## config.mk

```make
export PLATFORM = sky130hd
export DESIGN_NAME = fifo_buffer_flat
export DESIGN_NICKNAME = d
export VERILOG_FILES = /design/src/rtl/fifo_buffer_if.sv /design/src/rtl/fifo_buffer.sv /design/src/flat_wrapper.sv
export SDC_FILE = /design/constraint.sdc
export NUM_CORES = 1
export LEC_CHECK = 0
export CAP_MARGIN = 5
export CORE_ASPECT_RATIO = 1.25
export CORE_MARGIN = 4
export CORE_UTILIZATION = 53
export CTS_BUF_LIST = sky130_fd_sc_hd__clkbuf_16
export DETAILED_ROUTE_END_ITERATION = 8
export HOLD_SLACK_MARGIN = 0.02
export PLACE_DENSITY = 0.82
export SYNTH_ARGS = -nofsm -noshare
export SYNTH_HDL_FRONTEND = slang
export SYNTH_SLANG_ARGS = --single-unit
```

## constraint.sdc

```tcl
create_clock -name clk -period 2.3 [get_ports clk]
set_input_delay 0.345 -clock clk [delete_from_list [all_inputs] [get_ports clk]]
set_output_delay 0.345 -clock clk [all_outputs]
set_load 0.02 [all_outputs]
```

## src/rtl/fifo_buffer_if.sv

```systemverilog
// Handshake/data bundle for fifo_buffer: enable, push/pop requests, write data, head word and status.
// Carries overflow/underflow only when FIFO_BUFFER_ERROR_FLAGS_EN is defined.
interface fifo_buffer_if #(
    parameter int unsigned Width = 8,
    parameter int unsigned Depth = 4
);
    localparam int unsigned CountW = $clog2(Depth + 1);

    logic              ce;
    logic              push;
    logic              pop;
    logic [Width-1:0]  D;
    logic [Width-1:0]  Q;
    logic              full;
    logic              empty;
    logic [CountW-1:0] count;

`ifdef FIFO_BUFFER_ERROR_FLAGS_EN
    logic              overflow;
    logic              underflow;

    modport master (
        output ce, push, pop, D,
        input  Q, full, empty, count, overflow, underflow
    );

    modport slave (
        input  ce, push, pop, D,
        output Q, full, empty, count, overflow, underflow
    );
`else
    modport master (
        output ce, push, pop, D,
        input  Q, full, empty, count
    );

    modport slave (
        input  ce, push, pop, D,
        output Q, full, empty, count
    );
`endif
endinterface

```

## src/rtl/fifo_buffer.sv

```systemverilog
// Depth-entry synchronous first-word-fall-through FIFO with global clock enable; Q shows Init when empty.
// Optional sticky overflow/underflow flags are built when FIFO_BUFFER_ERROR_FLAGS_EN is defined.
module fifo_buffer #(
    parameter int unsigned      Width = 8,
    parameter int unsigned      Depth = 4,
    parameter logic [Width-1:0] Init  = '0
) (
    input logic          clk,
    input logic          rst,
    fifo_buffer_if.slave bus
);
    localparam int unsigned       PtrW       = $clog2(Depth);
    localparam int unsigned       CountW     = $clog2(Depth + 1);
    localparam logic [PtrW-1:0]   LastPtr    = PtrW'(Depth - 1);
    localparam logic [CountW-1:0] DepthCount = CountW'(Depth);

    logic [Width-1:0]  mem [Depth];
    logic [PtrW-1:0]   wptr;
    logic [PtrW-1:0]   rptr;
    logic [CountW-1:0] cnt;

    logic is_empty;
    logic is_full;
    logic pop_ok;
    logic push_ok;

    // Explicit wrap so non-power-of-two depths never address past the last entry.
    function automatic logic [PtrW-1:0] ptr_inc(input logic [PtrW-1:0] p);
        return (p == LastPtr) ? '0 : p + PtrW'(1);
    endfunction

    // NOTE: every output of a combinational block gets a default first, so no path can infer a latch.
    always_comb begin
        is_empty = 1'b0;
        is_full  = 1'b0;
        pop_ok   = 1'b0;
        push_ok  = 1'b0;
        is_empty = (cnt == '0);
        is_full  = (cnt == DepthCount);
        pop_ok   = bus.ce & bus.pop & ~is_empty;
        push_ok  = bus.ce & bus.push & (~is_full | pop_ok);
    end

    // NOTE: sequential state uses non-blocking assignments so every register samples pre-edge values.
    always_ff @(posedge clk or posedge rst) begin
        if (rst) begin
            wptr <= '0;
            rptr <= '0;
            cnt  <= '0;
        end else begin
            if (push_ok) wptr <= ptr_inc(wptr);
            if (pop_ok)  rptr <= ptr_inc(rptr);
            unique case ({push_ok, pop_ok})
                2'b10:   cnt <= cnt + CountW'(1);
                2'b01:   cnt <= cnt - CountW'(1);
                default: cnt <= cnt;
            endcase
        end
    end

    // NOTE: storage has no reset; empty masks it from Q, so clearing it would only cost reset fan-out.
    always_ff @(posedge clk) begin
        if (push_ok) mem[wptr] <= bus.D;
    end

    assign bus.Q     = is_empty ? Init : mem[rptr];
    assign bus.full  = is_full;
    assign bus.empty = is_empty;
    assign bus.count = cnt;

`ifdef FIFO_BUFFER_ERROR_FLAGS_EN
    logic overflow_q;
    logic underflow_q;

    always_ff @(posedge clk or posedge rst) begin
        if (rst) begin
            overflow_q  <= 1'b0;
            underflow_q <= 1'b0;
        end else if (bus.ce) begin
            if (bus.push && !push_ok) overflow_q  <= 1'b1;
            if (bus.pop && is_empty)  underflow_q <= 1'b1;
        end
    end

    assign bus.overflow  = overflow_q;
    assign bus.underflow = underflow_q;
`endif
endmodule
```

## src/flat_wrapper.sv

```systemverilog
// flat-port wrapper written by rule: the top's interface ports become plain ports
module fifo_buffer_flat 
#(
    parameter int unsigned      Width = 8,
    parameter int unsigned      Depth = 4,
    parameter logic [Width-1:0] Init  = '0
)
  (clk, rst, bus_ce, bus_push, bus_pop, bus_D, bus_Q, bus_full, bus_empty, bus_count);
  fifo_buffer_if #(.Width(Width), .Depth(Depth)) bus_i ();
  input logic clk;
  input logic rst;
  input wire logic [$bits(bus_i.ce)-1:0] bus_ce;
  input wire logic [$bits(bus_i.push)-1:0] bus_push;
  input wire logic [$bits(bus_i.pop)-1:0] bus_pop;
  input wire logic [$bits(bus_i.D)-1:0] bus_D;
  output wire logic [$bits(bus_i.Q)-1:0] bus_Q;
  output wire logic [$bits(bus_i.full)-1:0] bus_full;
  output wire logic [$bits(bus_i.empty)-1:0] bus_empty;
  output wire logic [$bits(bus_i.count)-1:0] bus_count;
  assign bus_i.ce = bus_ce;
  assign bus_i.push = bus_push;
  assign bus_i.pop = bus_pop;
  assign bus_i.D = bus_D;
  assign bus_Q = bus_i.Q;
  assign bus_full = bus_i.full;
  assign bus_empty = bus_i.empty;
  assign bus_count = bus_i.count;
  fifo_buffer #(.Width(Width), .Depth(Depth), .Init(Init)) u_core (.clk(clk), .rst(rst), .bus(bus_i));
endmodule
```

==> results.ini <==
[status]
run_status = complete, no violations

[route]
detail_route.wl_per_cell_um = 17.7
routed-via-count = 865
first_pass_iters = 4
drc_errors_left = 0
drt-initial-drc-count = 35
ant_nets = 0
vias_per_cell = 5.24
total_wirelength_of_the_detailed_routed_design_um = 2920

[sta]
hold_viol_final = 0
rsz0062_at_grt = false
maxClockFrequency_mhz = 459
hold-worst-slack_ns = 0.293
worst_slew_pin_slew_ns = 0.463
slew_headroom = 0.692
post-route-min-period_ns = 2.18
final.period_utilization = 0.946
slew_viol_final = 0
setup_viol = 0
setup_total_negative_slack_ns = 0
fin_skew_ns = 0.00212
setup_ws_ns = 0.123

[die]
die_height_um = 71.9
std_cell_rows = 22
chipWidth_um = 59.1
core_um2 = 3030
pin_count = 26
start_util = 0.572
die-area_um2 = 4250

[placed_design]
placement.setup.worst_slack_ns = 0.0918
gp_congestion = 0.697
detailedPlacementHpwl_um = 2110
io_buffer_count = 25

[power]
power.clock.fraction = 0.264
switching_share = 0.311
power.leakage_uw = 0.000880
p_int_uw = 2000
fin_total_pwr_uw = 2900
p_per_area_nw_per_um2 = 1310
power.share.sequential = 0.357
power_frac_comb = 0.379
irDropWorstVdd_mv = 1.09
p_switching_uw = 903

[clocking]
cts.clk_slew.worst_paths_ns = 0.05
htree_num_levels = 2
clockBufferDepth = 2
tritoncts = done
cts_inserted_buffers = 5
cts-root-buf = sky130_fd_sc_hd__clkbuf_16
clkLatencyLatePin_ns = 0.28
clock-sinks = 39

[hold_path]
min-delay-path-class = in2async

[critical_path]
worstPathArrival_ns = 1.83
r2r_setup_slack_ns = 0.24
start_to_end_type_of_the_worst_setup_path = reg2out
crit_path_launch_type = register
worst_setup_path_end_kind = output port
crit-reg2reg-launch = u_core.bus.count[0]
reg2regPathDepth = 9
end_of_the_worst_register_to_register_path = u_core.bus.count[2]
required_ns = 1.96
timing.critical_path.fanout_max = 5

[logic_synthesis]
synth.cell_area_um2 = 1730
yosysSeqAreaShare = 0.656
synthDistinctLibCells = 21
syn_area_per_cell_um2 = 18.6
ys_warn_count = 0
ys_seq_elements = 39
synthesis.instances = 93
syn-num-nets = 113

[cells_and_area]
num-fill-cells = 193
multi_input_comb_area_um2 = 547
ff_latch_area_um2 = 1140
synthToLayoutAreaGrowth_pct = 28.2
share_of_final_layout_standard_cells_stronger_than_drive_strength_1 = 0.256
finalCoreUtilization = 0.733
fin_nets = 148
antenna_cells = 0

[global_routing]
global_route.usage.total = 0.159
grt_pass1_wl_um = 4760
grt-ovfl-total = 0
antenna_found_initial = 0
via_count_of_the_first_global_routing_pass = 994
grt_max_degree = 14

[job]
drv.max_cap_violation_count = 0

## critical path: stages (launching register included)
cell and delay (ns):
sky130_fd_sc_hd__dfrtp_1 0.45, sky130_fd_sc_hd__nor3_4 0.32, sky130_fd_sc_hd__buf_4 0.19, sky130_fd_sc_hd__clkdlybuf4s50_1 0.60
## layout make-up
| cell class | instances | share of cell area |
|---|---|---|
| clock buffer | 5 | 0.0563 |
| sequential | 39 | 0.512 |
| tap | 36 | 0.0203 |
| timing repair buffer | 30 | 0.131 |
| inverter | 9 | 0.0152 |
| multi-input combinational | 43 | 0.246 |
| clock inverter | 3 | 0.0197 |
## how the worst max path moves through the flow
stage                              startpoint             endpoint  slack, ns  cells past startpoint
after floorplan           u_core.bus.count[2]  u_core.bus.count[2]       0.13                      9
after CTS                 u_core.bus.count[0]            bus_empty       0.04                      3
after global placement                 bus_ce  u_core.bus.count[2]       0.19                     10
after global routing      u_core.bus.count[2]            bus_empty       0.02                      3
after detailed placement              bus_pop  u_core.bus.count[2]       0.09                      9
final                     u_core.bus.count[2]            bus_empty       0.12                      3
## flip-flops by register name, indices dropped and copies added, names as in the netlist
register          cells
u_core.mem           32
u_core.bus.count      3
u_core.rptr           2
u_core.wptr           2
## cell families after synthesis
kind of cell / Yosys count / share of synthesized area
AO/OA/AOI/OAI: 1 / 0.00939
XOR/XNOR: 3 / 0.0152
adder cells (fa/ha/maj): 7 / 0.0549
buffers and inverters: 11 / 0.0289
flip-flops: 39 / 0.656
multiplexers: 13 / 0.144
AND/OR/NAND/NOR: 19 / 0.0917
## cell usage after synthesis
cell type                   n  area share
sky130_fd_sc_hd__nor2_1     3      0.0065
sky130_fd_sc_hd__nand3b_4   1       0.012
sky130_fd_sc_hd__mux4_2     8        0.10
sky130_fd_sc_hd__buf_6      1      0.0065
sky130_fd_sc_hd__nor3_4     1      0.0094
sky130_fd_sc_hd__xnor2_1    1      0.0051
sky130_fd_sc_hd__mux2i_1    1      0.0058
sky130_fd_sc_hd__mux2_4     4       0.035
sky130_fd_sc_hd__inv_1      9       0.019
sky130_fd_sc_hd__clkbuf_2   1      0.0029
sky130_fd_sc_hd__and2b_1    7       0.030
sky130_fd_sc_hd__and2_2     4       0.017
sky130_fd_sc_hd__nor3b_4    1       0.011
sky130_fd_sc_hd__ha_1       6       0.043
sky130_fd_sc_hd__nor2b_1    1      0.0036
sky130_fd_sc_hd__fa_1       1       0.012
sky130_fd_sc_hd__a21oi_4    1      0.0094
sky130_fd_sc_hd__edfxtp_1  32        0.55
sky130_fd_sc_hd__xor2_1     2       0.010
sky130_fd_sc_hd__dfrtp_1    7        0.10
sky130_fd_sc_hd__nand2_1    1      0.0022
## per-layer routing
| layer | track usage | vias up | part of all wire |
|---|---|---|---|
| li1 | - | 409 | - |
| met1 | 0.163 | 427 | 0.35 |
| met2 | 0.278 | 20 | 0.58 |
| met3 | 0.0516 | 9 | 0.047 |
| met4 | 0.0907 | 0 | 0.028 |
| met5 | 0 | - | 0 |
## placed cells by master (no fill, tap or decap), drive strengths merged, types with 2 or more instances in the layout
master         Yosys  final
edfxtp            32     32
clkdlybuf4s50      0     17
inv                9      9
mux4               8      8
dlygate4sd2        0      8
and2b              7      7
dfrtp              7      7
ha                 6      6
clkbuf             1      5
buf                1      5
mux2               4      4
and2               4      4
nor2               3      3
xor2               2      2
clkinv             0      2
## through the flow
stage | instances | instance area (um2)
final | 165 | 2220
after global routing | 165 | 2220
after CTS | 164 | 2210
after detailed placement | 156 | 2050
after global placement | 156 | 2050
after floorplan | 93 | 1730
## repair_timing
action                                 4_1_cts  5_1_grt
pin swaps                                    0        1
setup endpoints to repair                    8        1
endpoints found under the hold margin        0        0
buffers inserted                             0        1
resized for setup                            8        0
hold buffers                                 0        0
## power by group through the flow
stage | combinational [uW] | sequential (uW) | clock (uW)
2_1_floorplan | 730 | 1030 | 0
3_3_place_gp | 1150 | 1040 | 0
3_5_place_dp | 1180 | 1050 | 0
4_1_cts | 1120 | 1040 | 779
5_1_grt | 1190 | 1050 | 817
6_report | 1100 | 1040 | 766
Note: power is estimated with default switching activity, not from simulation.
